## src/rtl/wide_add_pkg.sv

```systemverilog
// rtl/wide_add_pkg.sv - shared word width, FSM states and index sizing for the wide adder
package wide_add_pkg;

   localparam int WORD_W = 16;

   typedef enum logic [1:0] {
      IDLE = 2'd0,
      RUN  = 2'd1,
      DONE = 2'd2
   } state_t;

   function automatic int idx_width(input int nwords);
      return (nwords <= 1) ? 1 : $clog2(nwords);
   endfunction

endpackage

```

## src/rtl/carry_bypass_adder16.sv

```systemverilog
// rtl/carry_bypass_adder16.sv - 16-bit adder slice built from four 4-bit carry-bypass blocks
module carry_bypass_adder16
   import wide_add_pkg::*;
(
   input  logic [WORD_W-1:0] a,
   input  logic [WORD_W-1:0] b,
   input  logic              cin,
   output logic [WORD_W-1:0] sum,
   output logic              cout
);

   always_comb begin : bypass_chain
      logic [4:0] blk_c;
      logic [3:0] p;
      logic       c;
      blk_c    = '0;
      blk_c[0] = cin;
      sum      = '0;
      p        = '0;
      c        = 1'b0;
      for (int k = 0; k < 4; k++) begin
         c = blk_c[k];
         for (int i = 0; i < 4; i++) begin
            p[i]           = a[4*k+i] ^ b[4*k+i];
            sum[4*k+i]     = p[i] ^ c;
            c              = (a[4*k+i] & b[4*k+i]) | (p[i] & c);
         end
         // A fully propagating block forwards its carry-in directly past the ripple chain.
         blk_c[k+1] = (&p) ? blk_c[k] : c;
      end
      cout = blk_c[4];
   end

endmodule

```

## src/rtl/wide_add_sequencer.sv

```systemverilog
// rtl/wide_add_sequencer.sv - streams a 16*NWORDS-bit add through one 16-bit slice, LSW first
module wide_add_sequencer
   import wide_add_pkg::*;
#(
   parameter int NWORDS = 4
) (
   input  logic                     clk,
   input  logic                     rst_n,
   input  logic                     in_valid,
   output logic                     in_ready,
   input  logic [WORD_W*NWORDS-1:0] in_a,
   input  logic [WORD_W*NWORDS-1:0] in_b,
   input  logic                     in_cin,
   output logic                     out_valid,
   input  logic                     out_ready,
   output logic [WORD_W*NWORDS-1:0] out_sum,
   output logic                     out_cout,
   output logic                     busy
);

   localparam int IW = idx_width(NWORDS);
   localparam logic [IW-1:0] LAST_IDX = IW'(NWORDS - 1);

   state_t state, state_nxt;

   logic [NWORDS-1:0][WORD_W-1:0] a_q, b_q, sum_q;
   logic                          carry_q;
   logic [IW-1:0]                 idx;

   logic [WORD_W-1:0] slice_sum;
   logic              slice_cout;
   logic              accept;
   logic              last_word;

   assign accept    = in_valid && in_ready;
   assign last_word = (idx == LAST_IDX);
   assign out_sum   = sum_q;

   carry_bypass_adder16 u_slice (
      .a    (a_q[idx]),
      .b    (b_q[idx]),
      .cin  (carry_q),
      .sum  (slice_sum),
      .cout (slice_cout)
   );

   always_ff @(posedge clk or negedge rst_n) begin
      if (!rst_n) begin
         state <= IDLE;
      end else begin
         state <= state_nxt;
      end
   end

   always_comb begin
      state_nxt = state;
      case (state)
         IDLE:    if (in_valid) state_nxt = RUN;
         RUN:     if (last_word) state_nxt = DONE;
         DONE:    if (out_ready) state_nxt = IDLE;
         default: state_nxt = IDLE;
      endcase
   end

   // Handshake outputs decode state only, so no input reaches them combinationally.
   always_comb begin
      in_ready  = 1'b0;
      out_valid = 1'b0;
      busy      = 1'b0;
      case (state)
         IDLE:    in_ready  = 1'b1;
         RUN:     busy      = 1'b1;
         DONE: begin
            out_valid = 1'b1;
            busy      = 1'b1;
         end
         default: in_ready  = 1'b0;
      endcase
   end

   always_ff @(posedge clk or negedge rst_n) begin
      if (!rst_n) begin
         a_q      <= '0;
         b_q      <= '0;
         sum_q    <= '0;
         carry_q  <= 1'b0;
         idx      <= '0;
         out_cout <= 1'b0;
      end else if (accept) begin
         a_q     <= in_a;
         b_q     <= in_b;
         carry_q <= in_cin;
         idx     <= '0;
      end else if (state == RUN) begin
         sum_q[idx] <= slice_sum;
         carry_q    <= slice_cout;
         if (last_word) begin
            out_cout <= slice_cout;
            idx      <= '0;
         end else begin
            idx <= idx + 1'b1;
         end
      end
   end

endmodule

```

## config.mk

```make
export PLATFORM = sky130hd
export DESIGN_NAME = wide_add_sequencer
export DESIGN_NICKNAME = d
export VERILOG_FILES = /design/src/rtl/wide_add_pkg.sv /design/src/rtl/carry_bypass_adder16.sv /design/src/rtl/wide_add_sequencer.sv
export SDC_FILE = /design/constraint.sdc
export NUM_CORES = 1
export LEC_CHECK = 0
export ABC_CLOCK_PERIOD_IN_PS = 10300
export CAP_MARGIN = 20
export CORE_AREA = 2 2 144 146
export DETAILED_ROUTE_END_ITERATION = 10
export DIE_AREA = 0 0 146 148
export DONT_BUFFER_PORTS = 1
export PLACE_DENSITY = 0.64
export SYNTH_ARGS = -nofsm -noshare
export SYNTH_HDL_FRONTEND = slang
export SYNTH_SLANG_ARGS = --single-unit
```

## constraint.sdc

```tcl
create_clock -name clk -period 10.3 [get_ports clk]
set_input_delay 2.06 -clock clk [delete_from_list [all_inputs] [get_ports clk]]
set_output_delay 2.06 -clock clk [all_outputs]
set_load 0.01 [all_outputs]
```

==> reports/qor.yml <==
holdBufCountCts: 0
post_route_cells_drive_above_1_share: 0.4685
cap_viol_max_count: 0
netlist_top_cells_area: "sky130_fd_sc_hd__dfrtp_1, sky130_fd_sc_hd__mux2_2, sky130_fd_sc_hd__mux4_2"
die_area_um2: 21610
area_growth_from_synthesis_to_final_layout_pct: 8.994
hold_path_origin: "a_q[54]"
count_of_cell_types_in_the_netlist: 25
syn-cell-area_um2: 8890
fp.dieW_um: 146
buffer_ports.inserted: 0
cp_data_required_time_ns: 10.63
worst_r2r_endpoint: "out_sum[47]"
firstDrtPassIters: 4
min_delay_path_depth: 1
hp-class: "reg2reg"
met3_usage: 0.05432
tns_ns: 0
arrival_ns: 8.88
grt_busiest_layer: "met2"
timing.setup.critical_path_class: "reg2reg"
synthesis.instances: 547
finalClockSkew_ns: 0.01379
hold_end: "a_q[54]"
timing.slew.headroom: 0.3778
clock_sink_count: 198
synth.top_cell.area_share: 0.5574
share_of_synthesized_registers_carrying_an_async_set_or_reset: 1.000
number_of_warnings_reported_in_the_yosys_synthesis_log: 0
clk_latency_ns: 0.43
grt_start_max_net_pins: 199
cts_tree: "built"
post_synthesis_average_cell_area_um2: 16.25
grt_use_met2: 0.3014
floorplan.core_area_um2: 20040
std_cell_rows: 52
initial_utilization: 0.4436
worst_ir_drop_vdd_mv: 0.1415
post-route-drc-count: 0
first_iter_violations: 194
yosys_register_bits: 198
min_period_over_period: 0.8306
synth_enable_flop_cells: 0
cpMostUsedCell: "sky130_fd_sc_hd__fa_1"
ctsResizeCount: 0
power.density_nw_per_um2: 406.1
place.gp.congestion: 0.7958
leakage_power_of_the_design_nw: 4.126
routed-via-count: 4470
critPathMaxFanout: 16
synth_top_cell_by_area: "sky130_fd_sc_hd__dfrtp_1"
grt.met1_usage: 0.2294
slew_viol_final: 0
grt_pass1_wl_um: 29460
final_net_count: 714
drt-total-wl_um: 18950
synth_flop_cell: "sky130_fd_sc_hd__dfrtp_1"
timing_worst_slew_pin_value_ns: 0.9332
tritoncts.num_buffers: 17
net_count_of_the_mapped_netlist: 719
ctsLongestPathBuffers: 2
fin_crit_ns: 8.555
clk_pin_slew_worst_paths_ns: 0.07
worst_path_largest_cell_delay_ns: 0.73
cts-root-buf: "sky130_fd_sc_hd__clkbuf_16"
io_pins: 201
antenna_found_initial: 2
post-cts-setup-buffer-count: 0
nFillCells: 1732
number_of_global_route_vias_before_repair: 4960
report.final.setup_viol: 0
finalHoldViolations: 0
timing.reg2reg.worst_path_depth: 26
grt.total_usage: 0.1806
seq_area_frac_synth: 0.5574
route.detailed.vias_per_inst: 5.405
outcome: "complete, no violations"
r2r_setup_slack_ns: 1.74
routed_wire_length_per_instance_um: 22.92
worst_setup_path_start_kind: "register"
detailed_place_hpwl_um: 13910
grt_setup_unrepaired: "no"
die_y_um: 148
utilization: 0.4835
global_route.overflow_total: 0
ant_nets: 0
clock.fmax_ghz: 0.1169
worst_setup_path_end_kind: "register"
h-tree-depth: 4
critical_path.slowest_cell: "sky130_fd_sc_hd__dfrtp_2"
crit-reg2reg-launch: "idx[0]"
-- how the worst max path moves through the flow --
| stage | start | slack [ns] | cells past startpoint | endpoint |
|---|---|---|---|---|
| final | idx[0] | 1.74 | 26 | out_sum[47] |
| after global routing | idx[0] | 1.34 | 26 | out_sum[47] |
| after CTS | idx[0] | 1.69 | 26 | out_sum[47] |
| after detailed placement | idx[0] | 1.71 | 26 | out_sum[47] |
| after global placement | idx[0] | 1.92 | 26 | out_sum[31] |
| after floorplan | idx[0] | 2.42 | 25 | out_sum[15] |
-- logic make-up after synthesis --
group | Yosys count | share of synthesized area
AND/OR/NAND/NOR | 28 | 0.01478
flip-flops | 198 | 0.5574
AO/OA/AOI/OAI | 22 | 0.01408
buffers and inverters | 42 | 0.02843
multiplexers | 218 | 0.3170
adder cells (fa/ha/maj) | 39 | 0.06840
-- cell usage after synthesis, types with 2 or more instances --
cell	count
sky130_fd_sc_hd__buf_2	13
sky130_fd_sc_hd__fa_1	16
sky130_fd_sc_hd__inv_1	15
sky130_fd_sc_hd__o21ai_0	10
sky130_fd_sc_hd__nand2_1	15
sky130_fd_sc_hd__nand4_1	4
sky130_fd_sc_hd__a21oi_1	8
sky130_fd_sc_hd__buf_6	8
sky130_fd_sc_hd__ha_1	23
sky130_fd_sc_hd__buf_4	5
sky130_fd_sc_hd__mux4_2	32
sky130_fd_sc_hd__nand2_2	4
sky130_fd_sc_hd__nor2_1	2
sky130_fd_sc_hd__mux2_2	184
sky130_fd_sc_hd__dfrtp_1	198
-- cell type report --
class,instances,area (um^2),share of cell area
repair buffers,3,22.52,0.002324
multi-input cells,307,3690,0.3808
flip-flops and latches,198,4957,0.5116
diodes,2,5.005,0.0005165
well taps,270,337.8,0.03487
clock inverters,12,163.9,0.01692
clock buffers,20,456.7,0.04713
inverters,15,56.30,0.005811
-- metal layers --
metal  part of all wire  up-vias
met3              0.056       19
met5                  0        -
li1                   -     1963
met2               0.50      139
met4              0.014        0
met1               0.43     2349
-- cell usage in the layout, fill, tap and decap left out, types with 2 or more instances in the layout --
cell type,count
sky130_fd_sc_hd__clkinv_4,2
sky130_fd_sc_hd__dfrtp_2,2
sky130_fd_sc_hd__mux4_2,32
sky130_fd_sc_hd__nor2_1,2
sky130_fd_sc_hd__diode_2,2
sky130_fd_sc_hd__fa_1,16
sky130_fd_sc_hd__inv_6,4
sky130_fd_sc_hd__bufinv_16,2
sky130_fd_sc_hd__nand2_1,14
sky130_fd_sc_hd__nand2_2,4
sky130_fd_sc_hd__o21ai_0,10
sky130_fd_sc_hd__inv_1,15
sky130_fd_sc_hd__a21oi_1,8
sky130_fd_sc_hd__clkinv_8,2
sky130_fd_sc_hd__nand4_1,4
sky130_fd_sc_hd__mux2_2,184
sky130_fd_sc_hd__clkbuf_8,2
sky130_fd_sc_hd__dfrtp_1,196
sky130_fd_sc_hd__ha_1,23
sky130_fd_sc_hd__buf_4,3
sky130_fd_sc_hd__clkbuf_16,17
-- stage by stage --
stage / instance area, um^2 / hold slack, ns / total power, W / std cells / worst slack, ns
finish: 9689 / 0.5011 / 0.003935 / 827 / 1.745
global route: 9687 / 0.5154 / 0.004227 / 826 / 1.342
CTS: 9684 / 0.5062 / 0.003984 / 825 / 1.685
detailed placement: 9064 / 0.4906 / 0.003291 / 793 / 1.714
global placement: 9064 / 0.4824 / 0.003178 / 793 / 1.924
floorplan: 8890 / 0.4738 / 0.002737 / 547 / 2.424
-- critical path, delay by kind of cell (launching register included) --
family                     cells  cell delay, ns
muxes                          2            0.92
buffers and inverters          4            0.29
DFF                            1            0.73
AOI/OAI and AO/OA              2            0.28
adders and majority gates     16            6.05
and+or+nand+nor                2            0.19
-- power by group --
group          total (W)  switching (W)  internal (W)
Sequential       0.00148       0.000308       0.00118
Combinational    0.00176       0.000872      0.000893
Clock           0.000686       0.000304      0.000381
-- state kept, by name, indices dropped and copies added, names as in the netlist --
name	flops
out_sum	64
idx	2
state	2
b_q	64
carry_q	1
a_q	64
out_cout	1
Power figures use the tool's default switching activity.
